**src/rtl/rf_wb_arb.sv**
```systemverilog
// Write-back arbiter for the shared register-file write port, plus a busy
// scoreboard and a bypass/stall query path for decode.
module rf_wb_arb #(
  parameter int DATA_WIDTH = 32,
  parameter int ADDR_WIDTH = 5,
  parameter int NUM_REG    = 32
) (
  input  logic                    clk,
  input  logic                    rst_p,
  input  logic [2:0]              req_valid,
  output logic [2:0]              req_ready,
  input  logic [3*ADDR_WIDTH-1:0] req_addr,
  input  logic [3*DATA_WIDTH-1:0] req_data,
  input  logic                    iss_valid,
  input  logic [ADDR_WIDTH-1:0]   iss_addr,
  input  logic                    clr,
  input  logic [ADDR_WIDTH-1:0]   q_addr1,
  input  logic [ADDR_WIDTH-1:0]   q_addr2,
  output logic                    q_busy1,
  output logic                    q_busy2,
  output logic                    q_fwd1,
  output logic                    q_fwd2,
  output logic [DATA_WIDTH-1:0]   q_fdata1,
  output logic [DATA_WIDTH-1:0]   q_fdata2,
  output logic                    rf_wen,
  output logic [ADDR_WIDTH-1:0]   rf_waddr,
  output logic [DATA_WIDTH-1:0]   rf_wdata
);

  localparam logic [ADDR_WIDTH-1:0] ADDR_ZERO = {ADDR_WIDTH{1'b0}};

  logic [1:0]            rr_ptr_r;
  logic [NUM_REG-1:0]    busy_r;
  logic [NUM_REG-1:0]    busy_nxt_s;
  logic [2:0]            pick_s;
  logic                  grant_vld_s;
  logic [1:0]            grant_idx_s;
  logic [ADDR_WIDTH-1:0] sel_addr_s;
  logic [DATA_WIDTH-1:0] sel_data_s;
  logic                  hit1_s;
  logic                  hit2_s;

  // Returns {found, index} of the first valid source in the order a, b, c.
  function automatic logic [2:0] pick(input logic [2:0] v, input logic [1:0] a,
                                      input logic [1:0] b, input logic [1:0] c);
    logic [2:0] r;
    if (v[a]) begin
      r = {1'b1, a};
    end else if (v[b]) begin
      r = {1'b1, b};
    end else if (v[c]) begin
      r = {1'b1, c};
    end else begin
      r = 3'b000;
    end
    return r;
  endfunction

  // Round-robin search starting at rr_ptr_r.
  always_comb begin
    pick_s = 3'b000;
    case (rr_ptr_r)
      2'd1:    pick_s = pick(req_valid, 2'd1, 2'd2, 2'd0);
      2'd2:    pick_s = pick(req_valid, 2'd2, 2'd0, 2'd1);
      default: pick_s = pick(req_valid, 2'd0, 2'd1, 2'd2);
    endcase
  end

  assign grant_vld_s = pick_s[2];
  assign grant_idx_s = pick_s[1:0];
  assign req_ready   = grant_vld_s ? (3'b001 << grant_idx_s) : 3'b000;

  // Mux the granted source's address and data.
  always_comb begin
    sel_addr_s = req_addr[0 +: ADDR_WIDTH];
    sel_data_s = req_data[0 +: DATA_WIDTH];
    case (grant_idx_s)
      2'd1: begin
        sel_addr_s = req_addr[ADDR_WIDTH +: ADDR_WIDTH];
        sel_data_s = req_data[DATA_WIDTH +: DATA_WIDTH];
      end
      2'd2: begin
        sel_addr_s = req_addr[2*ADDR_WIDTH +: ADDR_WIDTH];
        sel_data_s = req_data[2*DATA_WIDTH +: DATA_WIDTH];
      end
      default: begin
        sel_addr_s = req_addr[0 +: ADDR_WIDTH];
        sel_data_s = req_data[0 +: DATA_WIDTH];
      end
    endcase
  end

  // Pointer moves past the winner only on an actual handshake.
  always_ff @(posedge clk or posedge rst_p) begin
    if (rst_p) begin
      rr_ptr_r <= 2'd0;
    end else if (grant_vld_s) begin
      rr_ptr_r <= (grant_idx_s == 2'd2) ? 2'd0 : grant_idx_s + 2'd1;
    end else begin
      rr_ptr_r <= rr_ptr_r;
    end
  end

  // Registered write port; writes to r0 are consumed but never enabled.
  always_ff @(posedge clk or posedge rst_p) begin
    if (rst_p) begin
      rf_wen   <= 1'b0;
      rf_waddr <= ADDR_ZERO;
      rf_wdata <= {DATA_WIDTH{1'b0}};
    end else if (grant_vld_s && (sel_addr_s != ADDR_ZERO)) begin
      rf_wen   <= 1'b1;
      rf_waddr <= sel_addr_s;
      rf_wdata <= sel_data_s;
    end else begin
      rf_wen   <= 1'b0;
      rf_waddr <= rf_waddr;
      rf_wdata <= rf_wdata;
    end
  end

  // Scoreboard next state: a new issue supersedes a retiring write to the same register.
  always_comb begin
    busy_nxt_s = busy_r;
    if (clr) begin
      busy_nxt_s = {NUM_REG{1'b0}};
    end else begin
      if (rf_wen) begin
        busy_nxt_s[rf_waddr] = 1'b0;
      end else begin
        busy_nxt_s = busy_r;
      end
      if (iss_valid && (iss_addr != ADDR_ZERO)) begin
        busy_nxt_s[iss_addr] = 1'b1;
      end else begin
        busy_nxt_s[0] = 1'b0;
      end
    end
    busy_nxt_s[0] = 1'b0;
  end

  // Scoreboard state register.
  always_ff @(posedge clk or posedge rst_p) begin
    if (rst_p) begin
      busy_r <= {NUM_REG{1'b0}};
    end else begin
      busy_r <= busy_nxt_s;
    end
  end

  assign hit1_s   = rf_wen && (rf_waddr == q_addr1) && (q_addr1 != ADDR_ZERO);
  assign hit2_s   = rf_wen && (rf_waddr == q_addr2) && (q_addr2 != ADDR_ZERO);
  assign q_fwd1   = hit1_s;
  assign q_fwd2   = hit2_s;
  assign q_fdata1 = hit1_s ? rf_wdata : {DATA_WIDTH{1'b0}};
  assign q_fdata2 = hit2_s ? rf_wdata : {DATA_WIDTH{1'b0}};
  assign q_busy1  = busy_r[q_addr1] & ~hit1_s;
  assign q_busy2  = busy_r[q_addr2] & ~hit2_s;

endmodule

```
**config.mk**
```make
export PLATFORM = sky130hd
export DESIGN_NAME = rf_wb_arb
export DESIGN_NICKNAME = d
export VERILOG_FILES = /design/src/rtl/rf_wb_arb.sv
export SDC_FILE = /design/constraint.sdc
export NUM_CORES = 1
export LEC_CHECK = 0
export ABC_CLOCK_PERIOD_IN_PS = 3700
export CORE_AREA = 10 10 121 123
export DETAILED_ROUTE_END_ITERATION = 10
export DIE_AREA = 0 0 131 133
export PLACE_DENSITY = 0.9
export REMOVE_ABC_BUFFERS = 1
export SETUP_SLACK_MARGIN = 0.2
export SLEW_MARGIN = 20
export SYNTH_ARGS = -nofsm -noshare
export SYNTH_HDL_FRONTEND = slang
export SYNTH_SLANG_ARGS = --single-unit
```
**constraint.sdc**
```tcl
create_clock -name clk -period 3.7 [get_ports clk]
set_clock_uncertainty 0.2 [all_clocks]
set_input_delay 0.74 -clock clk [delete_from_list [all_inputs] [get_ports clk]]
set_output_delay 0.74 -clock clk [all_outputs]
set_load 0.01 [all_outputs]
```
==> metrics.md <==
| Metric | Value |
|---|---|
| Tightest Pin Transition | `between 0.7 and 0.8 ns` |
| RD Place Congestion | `between 1 and 1.5` |
| WP buf/inv | `3` |
| Detailed Place HPWL | `about 17000 microns` |
| WL/cell | `24.22 microns` |
| Top_reg_cell synth | `dfrtp_1` |
| WS Path Type | `input port to output pin` |
| Post-DRT Antenna Nets | `0` |
| Die area | `roughly 0.017 sq mm` |
| First-pass GRT wire length | `approximately 33000 microns` |
| # setup viols final | `0` |
| Critical-path maximum fanout | `4` |
| Layout cells sized above 1 | `16.50%` |
| H-Tree Depth | `3` |
| Clock buffer count from CTS | `9` |
| Synthesis-to-layout area growth | `68.77%` |
| Vias/cell | `5.883` |
| Fill count | `between 800 and 900` |
| Clk_lat worst skew | `~0.34 ns` |
| Tot Pwr | `~5.9 mW` |
| Crit path launch type | `input port` |
| Drt pass-1 iters | `6` |
| FF+latch count, synth | `71` |
| Max Freq | `291.2 MHz` |
| Vias in the first global route | `5475` |
| Root Driver | `clkbuf_16` |
| Remaining routing DRC violations | `0` |
| WHS | `around 0.37 ns` |
| Routed WL | `~24000 microns` |
| Cts hold-fix bufs | `0` |
| Relative slew margins | `between 50% and 60%` |
| CP max stage cell | `clkdlybuf4s50_1` |
| Largest net degree at the start of global routing | `47` |
| Netlist cell types | `41` |
| Clock sinks | `roughly 70` |
| Status | `completed` |
| Peak supply drop | `approximately 460 uV` |
| P_leak | `~4.4 nW` |
| Unrepaired setup endpoints after global routing | `no` |
| Critical path cell sequence | `clkdlybuf4s50_1, buf_4, mux4_2, o22ai_1, nor3_1, a21oi_1, nor2_1, dlygate4sd2_1` |
| Period utilization | `92.81%` |
| Fin crit period | `between 3 and 4 ns` |
| Max incr delay on CP | `~0.57 ns` |
| Die Height | `133 microns` |
| Max Cap Viol | `0` |
| Clock buffer depth | `2` |
| Crit path max-delay family | `buffers and inverters` |
| Gate Count Post-Synth | `553` |
| Syn Area/Cell | `9.034 sq um` |
| Total grt overflow | `0` |
| Initial antenna violation count | `1` |
| Number of enable flip-flop cells after synthesis | `0` |
| Final Hold Viols | `0` |
| Hold crit path type | `register to register` |
| CP arrival | `2.49 ns` |
| Initial drt markers | `approximately 790` |
| GRT Total Usage | `approximately a quarter` |
| CP required | `approximately 2.8 ns` |
| Slew Limit Fails | `0` |
| Cell Area, Synth | `roughly 0.005 sq mm` |
| Yosys warning total | `0` |
| Die X | `between 100 and 150 microns` |
| Row count | `41` |
| Top Ports | `between 200 and 250` |
| Initial core utilization | `between 40% and 50%` |
| Setup crit end kind | `output pin` |
| Routed vias | `5830` |
| Core region area | `~0.012 sq mm` |
| Clk slew on worst S/H paths | `0.06 ns` |
| CTS tree | `yes` |
| Count of buffers from port buffering | `about 240` |
| Net count, final | `roughly 950` |
| Ys async rst share | `between 90% and 100%` |
| Sequential share of the synthesized area | `about 36%` |
| Pwr Density | `around 700 mW/mm^2` |
[Yosys cell counts (all sizes together) (9+ instances only)]
cell type,n,share of area (%)
a21oi,74,7.7
dfrtp,71,36
and2,67,8.4
nand2,47,3.5
nor2,42,3.2
o21ai,42,4.2
a22oi,35,5.3
mux2,34,9.6
clkbuf,32,2.4
mux4,14,6.3
inv,12,0.90
buf,11,1.9
nand3,10,1.0
nor3,9,0.90
[logic make-up (layout without fill, tap and decap cells)]
logic type / after synthesis / in the layout / share of synthesized area (%)
buffers and inverters: 55 / 320 / 5.259
and+or+nand+nor: 198 / 198 / 20.46
xor gates and xnor gates: 8 / 8 / 1.403
muxes: 52 / 52 / 16.73
AOI/OAI and AO/OA: 162 / 162 / 18.83
other: 0 / 1 / 0
DFF: 71 / 71 / 35.56
adders and majority gates: 7 / 7 / 1.753
[registers in the layout, summed over array words and instances (netlist names)]
name and cells:
rf_wdata 32, busy_r 31, rf_waddr 5, rr_ptr_r 2
rf_wen 1
[worst paths after layout]
kind                                     end  slack [ns]        start  cells after the start
worst max-delay path                 q_busy2        0.27   q_addr2[1]                      8
worst min-delay path             rf_wdata[0]        0.37  rf_wdata[0]                      1
worst max register to register   rf_wdata[9]        0.37  rr_ptr_r[0]                     14
worst min register to register   rf_wdata[0]        0.37  rf_wdata[0]                      1
max in group asynchronous       rf_wdata[30]        2.04        rst_p                      3
min in group asynchronous       rf_wdata[10]        0.60        rst_p                      2
[layout by cell type, fill, tap and decap left out, types with 3 or more instances in the layout]
cell	instances
and3b_1	3
dlygate4sd2_1	14
xor2_1	6
buf_4	36
inv_1	11
o22ai_1	4
nor3_1	7
mux2_4	26
and2_1	67
clkbuf_2	7
clkbuf_16	12
o21ai_0	41
nor3b_1	4
mux2_2	8
dlymetal6s2s_1	53
buf_12	8
a21oi_1	71
ha_1	5
a22oi_1	35
or3_1	3
nor2_1	40
clkdlybuf4s50_1	163
nand2b_1	6
buf_6	4
nand3_1	10
dfrtp_1	71
clkdlybuf4s15_1	3
bufinv_16	3
mux4_2	14
mux2i_1	3
nand2_1	47
[per-layer routing]
layer | track usage, % | routed length [microns] | vias up
met4 | 11.74 | 1350 | 0
met2 | 42.02 | 11970 | 444
met3 | 5.633 | 2384 | 134
li1 | - | - | 2481
met5 | 0 | 0 | -
met1 | 26.83 | 8299 | 2771
[power by group]
group / switching, mW / leakage (nW) / internal [mW]
combinational: 1.63 / 3.37 / 1.85
clock: 0.358 / 0.166 / 0.661
sequential: 0.339 / 0.904 / 1.03
[worst reg2reg max path: stages, from the launching register on]
cell and delay (ns):
dfrtp_1 0.35, inv_1 0.06, ha_1 0.33, nand2b_1 0.18, a21oi_1 0.14, o21ai_1 0.10, buf_4 0.17, ha_1 0.21
buf_12 0.15, a22o_1 0.23, mux2i_2 0.19, and4bb_4 0.28, a21oi_4 0.09, clkbuf_16 0.23, mux2_4 0.32
[per-stage QoR]
| step | cells | TNS (ns) | utilization (%) | setup slack (ns) | instance area [sq um] |
|---|---|---|---|---|---|
| detailed placement | 962 | -4.328 | 63.04 | -0.1398 | 7794 |
| global route | 991 | 0 | 68.20 | 0.1806 | 8432 |
| finish | 991 | 0 | 68.20 | 0.2662 | 8432 |
| global placement | 962 | -1.896 | 63.04 | -0.06828 | 7794 |
| floorplan | 510 | -36.23 | - | -1.079 | 4778 |
| CTS | 982 | 0 | 66.16 | 0.03109 | 8179 |
[area by class of cell]
cell class | instances | area (sq um) | share of cell area, %
Sequential cell | 71 | 1777 | 21.07
Clock inverter | 7 | 120.1 | 1.425
Timing Repair Buffer | 292 | 3038 | 36.03
Tap cell | 172 | 215.2 | 2.552
Multi-Input combinational cell | 427 | 3009 | 35.69
Clock buffer | 9 | 225.2 | 2.671
Inverter | 12 | 45.04 | 0.5342
Antenna cell | 1 | 2.502 | 0.02968
[what timing repair did]
item                       4_1_cts  5_1_grt
pin swaps                        1        3
gates resized for setup         32       78
setup endpoints to repair       72       95
buffers inserted                 4        5
gates cloned                     0        3
(Power assumes the default switching activity.)
==> edit 1, RTL diff (same flow settings) <==
Set the parameter `NUM_REG` to 64 (it was 32).
--- a/src/rtl/rf_wb_arb.sv
+++ b/src/rtl/rf_wb_arb.sv
@@ -5,3 +5,3 @@
   parameter int ADDR_WIDTH = 5,
-  parameter int NUM_REG    = 32
+  parameter int NUM_REG    = 64
 ) (
Behaviour: same outputs for any inputs over 4 cycles, from zero or initial values and one cycle with rst_p high; that may be too few to reach the edited logic, so the function may still have changed.
==> edit 1 against the original RTL <==
- cell area is 2.8% lower
- cell count grew 1.7%
- clock power down 14%
- global-route usage rose by 0.13 points
- setup slack worse by 0.13 ns
- sequential cell count unchanged
- critical path depth is 1 higher
- first-iteration DRC count is 31% lower
- area after synthesis rose by 0.68%
- power fell by 5.1%
- wire length shrank 7.6%
- fmax down 3.6%
- critical path type unchanged
==> edit 1: results (changes against the original RTL) <==
status=finished, final reports clean; static leakage=0.00367 µW (-17%); routed vias=5653 (-3.0%); worst-margin pin slew=1.03 ns (+0.296 ns); Filler Cells Inserted=904 (+4.4%); Clock Path Buffers=2 (unchanged); worst vdd ir=0.000525 V (+15%); Starting DRT DRC Count=546 (-31%); asr flop ratio synth=1.00 (unchanged); synth unique cells=42 (+2.4%); critical path arrival=2.62 ns (+0.13 ns); largest net degree at the start of global routing=53 (+13%); DP Wirelength=16200 µm (-6.8%); Synth area leaders=dfrtp_1 35%, and2_1 8.3%, mux2_4 7.8%; 1st-pass router iterations=5 (-1); P_int=3340 µW (-5.6%); Final Non-Filler Cells=1008 (+1.7%); sequential-to-total area share from yosys stat=0.353 (-0.00239); first-pass GRT wire length=32800 µm (+0.17%); Total GRT Usage=0.243 (+0.00131); Max FO, Critical Path=6 (+2); dpl cell area=7830 µm² (+0.40%); placed cell count=972 (+1.0%); most common library cells after synthesis=71 x dfrtp_1, 70 x a21oi_1, 67 x and2_1; drt wl/cell=22.0 µm (-9.1%); GPL Wtd Cong=0.890 (-14%); share of layout cells above drive strength 1=0.217 (+0.0520)
-- edit 1: cell families after synthesis --
group,Yosys count,synth area share
AND/OR/NAND/NOR,209,0.218
AO/OA/AOI/OAI,158,0.183
flip-flops,71,0.353
multiplexers,56,0.164
buffers and inverters,52,0.0502
XOR/XNOR,8,0.0139
adder cells (fa/ha/maj),7,0.0174
-- edit 1: power by group through the flow --
| stage | combinational [µW] | clock, µW | sequential (µW) |
|---|---|---|---|
| after floorplan | 1730 | 0 | 1340 |
| after global placement | 3130 | 0 | 1350 |
| after detailed placement | 3230 | 0 | 1350 |
| after CTS | 3290 | 884 | 1350 |
| after global routing | 3550 | 919 | 1390 |
| final | 3330 | 880 | 1360 |
-- edit 1: worst paths after layout --
path | startpoint | to | slack, ns | cells after the start
max | q_addr1[0] | q_busy1 | 0.14 | 9
min | busy_r[4] | busy_r[4] | 0.36 | 2
max reg2reg | rr_ptr_r[0] | rf_wdata[5] | 0.35 | 14
min reg2reg | busy_r[4] | busy_r[4] | 0.36 | 2
max in group asynchronous | rst_p | rf_waddr[2] | 1.98 | 3
min in group asynchronous | rst_p | rf_wdata[7] | 0.65 | 2
-- edit 1: final cells by class --
type,count,area share
tap,172,0.0263
antenna,2,0.000611
clock buffer,10,0.0279
inverter,10,0.00458
timing repair buffer,299,0.343
clock inverter,6,0.00824
sequential,71,0.217
multi-input combinational,438,0.372
-- edit 1: worst max-delay path: stages --
cell and delay [ns]:
clkdlybuf4s50_1 0.47, buf_6 0.14, buf_4 0.12, nor3b_1 0.04
nand2_1 0.07, nand3_1 0.08, or4_1 0.54, a21oi_1 0.23
clkbuf_2 0.18
-- edit 1: timing repair --
action,CTS,global route
endpoints found under the setup margin,71,85
pin swaps,5,3
buffers inserted,10,3
hold buffers,0,0
resized for setup,150,79
gates cloned,5,0
-- edit 1: routing by layer --
layer	vias up	GRT usage	wire, µm	part of all wire
met5	-	0	0	0
met4	0	0.118	1060	0.048
met3	84	0.0647	2070	0.093
met2	333	0.418	11200	0.50
met1	2694	0.269	7860	0.35
li1	2542	-	-	-
-- edit 1: per-stage QoR --
step	TNS, ns	utilization
global route	0	0.663
CTS	0	0.669
floorplan	-36.23	-
finish	0	0.663
detailed placement	-10.37	0.633
global placement	-7.19	0.633
==> edit 2, RTL diff (same flow settings) <==
Without the edit above. Reset style: synchronous (`rst_p`), changed in 3 clocked blocks.
--- a/src/rtl/rf_wb_arb.sv
+++ b/src/rtl/rf_wb_arb.sv
@@ -93,3 +93,3 @@
   // Pointer moves past the winner only on an actual handshake.
-  always_ff @(posedge clk or posedge rst_p) begin
+  always_ff @(posedge clk) begin
     if (rst_p) begin
@@ -104,3 +104,3 @@
   // Registered write port; writes to r0 are consumed but never enabled.
-  always_ff @(posedge clk or posedge rst_p) begin
+  always_ff @(posedge clk) begin
     if (rst_p) begin
@@ -141,3 +141,3 @@
   // Scoreboard state register.
-  always_ff @(posedge clk or posedge rst_p) begin
+  always_ff @(posedge clk) begin
     if (rst_p) begin
Function: differs if rst_p is asserted again (counterexample within 4 cycles, from zero or initial values and one cycle with rst_p high); with rst_p held inactive, the same outputs for 4 cycles.
==> edit 2 against the original RTL <==
- non-clock buffer count rose by 2
- area after synthesis rose by 7.6%
- sequential cell count did not move
- wire length fell by 4.9%
- setup slack got worse by 0.037 ns
- cell area rose by 0.76%
- power fell by 25%
- count of clock-buffer cells in the layout rose by 1
- critical path type unchanged
- highest routed layer unchanged
==> edit 2: results (changes against the original RTL) <==
asr flop ratio synth=0 (-1.00); placed cell count=1092 (+14%); clk root buf=clkbuf_16; Crit path max-delay family=buffers and inverters; DP Wirelength=16500 µm (-4.8%); register-to-register setup slack=0.46 ns (+0.09 ns); routed vias/inst=5.84 (-0.69%); ys flop type=dfxtp_1; clock slew at reported path FFs=around 0.05 ns; Post-CTS Setup Inserts=0 (-4); grt met1 use=0.287 (+0.0190); Starting DRT DRC Count=862 (+9.5%); routed vias=6514 (+12%); Clock Latency Late Sink=0.32 ns (-0.02 ns); Synth area leaders=dfxtp_1 26%, and2_1 7.8%, mux4_1 6.8%; I/O Buffers=241 (unchanged); Global Route met2 Usage=0.394 (-0.0258); vias in the first global route=6020 (+10%); Setup WS pre-CTS=-0.377 ns (-0.238 ns); Max FO, Critical Path=34 (+30); worst vdd ir=0.000410 V (-10%); H-tree depth=3 (unchanged); ANT cells=0 (-1); Clock Path Buffers=2 (unchanged); Total GRT Usage=0.235 (-0.00716); CP max stage delay=0.42 ns (-0.15 ns); drt wl/cell=20.5 µm (-15%); crit path time final=3.47 ns (+0.0369 ns); worst-margin pin slew=0.671 ns (-0.0664 ns); CTS resizes=87 (+170%); met3 usage=0.0567 (+0.000400); warning count from the yosys run=0 (unchanged); first-pass GRT wire length=33000 µm (+0.59%); Crit-path slowest cell=clkdlybuf4s50_1; min-delay worst type=reg2reg; GPL Wtd Cong=0.902 (-12%); dpl cell area=8100 µm² (+3.9%); largest net degree at the start of global routing=69 (+47%); most common library cells after synthesis=77 x nand2_1, 72 x a21oi_1, 71 x dfxtp_1; Largest regs=rf_wdata (32), busy_r (31), rf_waddr (5); TritonCTS Buffers=9 (unchanged); sequential-to-total area share from yosys stat=0.264 (-0.0912); Hold Slack=0.283 ns (-0.0837 ns); share of layout cells above drive strength 1=0.0986 (-0.0664); static leakage=0.00351 µW (-21%); critical path arrival=2.53 ns (+0.04 ns); status=finished, final reports clean; synth unique cells=46 (+12%); 1st-pass router iterations=6 (unchanged); antenna violations before repair=0 (-1); Post-Synthesis Cells=705 (+27%)
edit 2: cells by family (layout without fill, tap and decap cells):
logic type / count (synthesis) / after routing / synth area share
muxes: 26 / 26 / 0.100
xor gates and xnor gates: 8 / 8 / 0.0130
buffers and inverters: 80 / 318 / 0.0708
DFF: 71 / 71 / 0.264
AOI/OAI and AO/OA: 222 / 222 / 0.252
adders and majority gates: 7 / 7 / 0.0163
and+or+nand+nor: 291 / 291 / 0.283
edit 2: final timing paths:
check                           cells after the start        start            to
worst min-delay path                                2  rr_ptr_r[0]   rr_ptr_r[0]
worst max register to register                     14  rr_ptr_r[0]  rf_wdata[24]
worst max-delay path                                9   q_addr1[2]  q_fdata1[24]
worst min register to register                      2  rr_ptr_r[0]   rr_ptr_r[0]
edit 2: final cells by class:
type	count	area (µm²)
fill	926	3870
multi-input combinational	554	3650
timing repair buffer	294	2860
sequential	71	1420
clock buffer	10	229
tap	172	215
clock inverter	5	83.8
inverter	9	33.8
edit 2: metal layers:
| metal | vias to the layer above | part of all wire |
|---|---|---|
| li1 | 3071 | - |
| met1 | 3033 | 0.38 |
| met2 | 361 | 0.50 |
| met3 | 49 | 0.097 |
| met4 | 0 | 0.025 |
| met5 | - | 0 |
edit 2: worst reg2reg max path: stages (launching register included):
cell and delay, ns:
dfxtp_1 0.36, inv_1 0.06, ha_1 0.34, nand2b_1 0.18, a21oi_1 0.13, o21ai_1 0.10, buf_4 0.16, ha_1 0.21
buf_4 0.18, a22o_1 0.22, mux2i_1 0.24, and4_4 0.31, buf_12 0.20, nand4_1 0.15, o211ai_1 0.14
edit 2: report_power, final:
group | switching [µW] | internal [µW] | leakage, µW
logic | 1140 | 1050 | 0.00278
registers | 314 | 982 | 0.000583
clock network | 328 | 588 | 0.000145
total | 1780 | 2620 | 0.00351
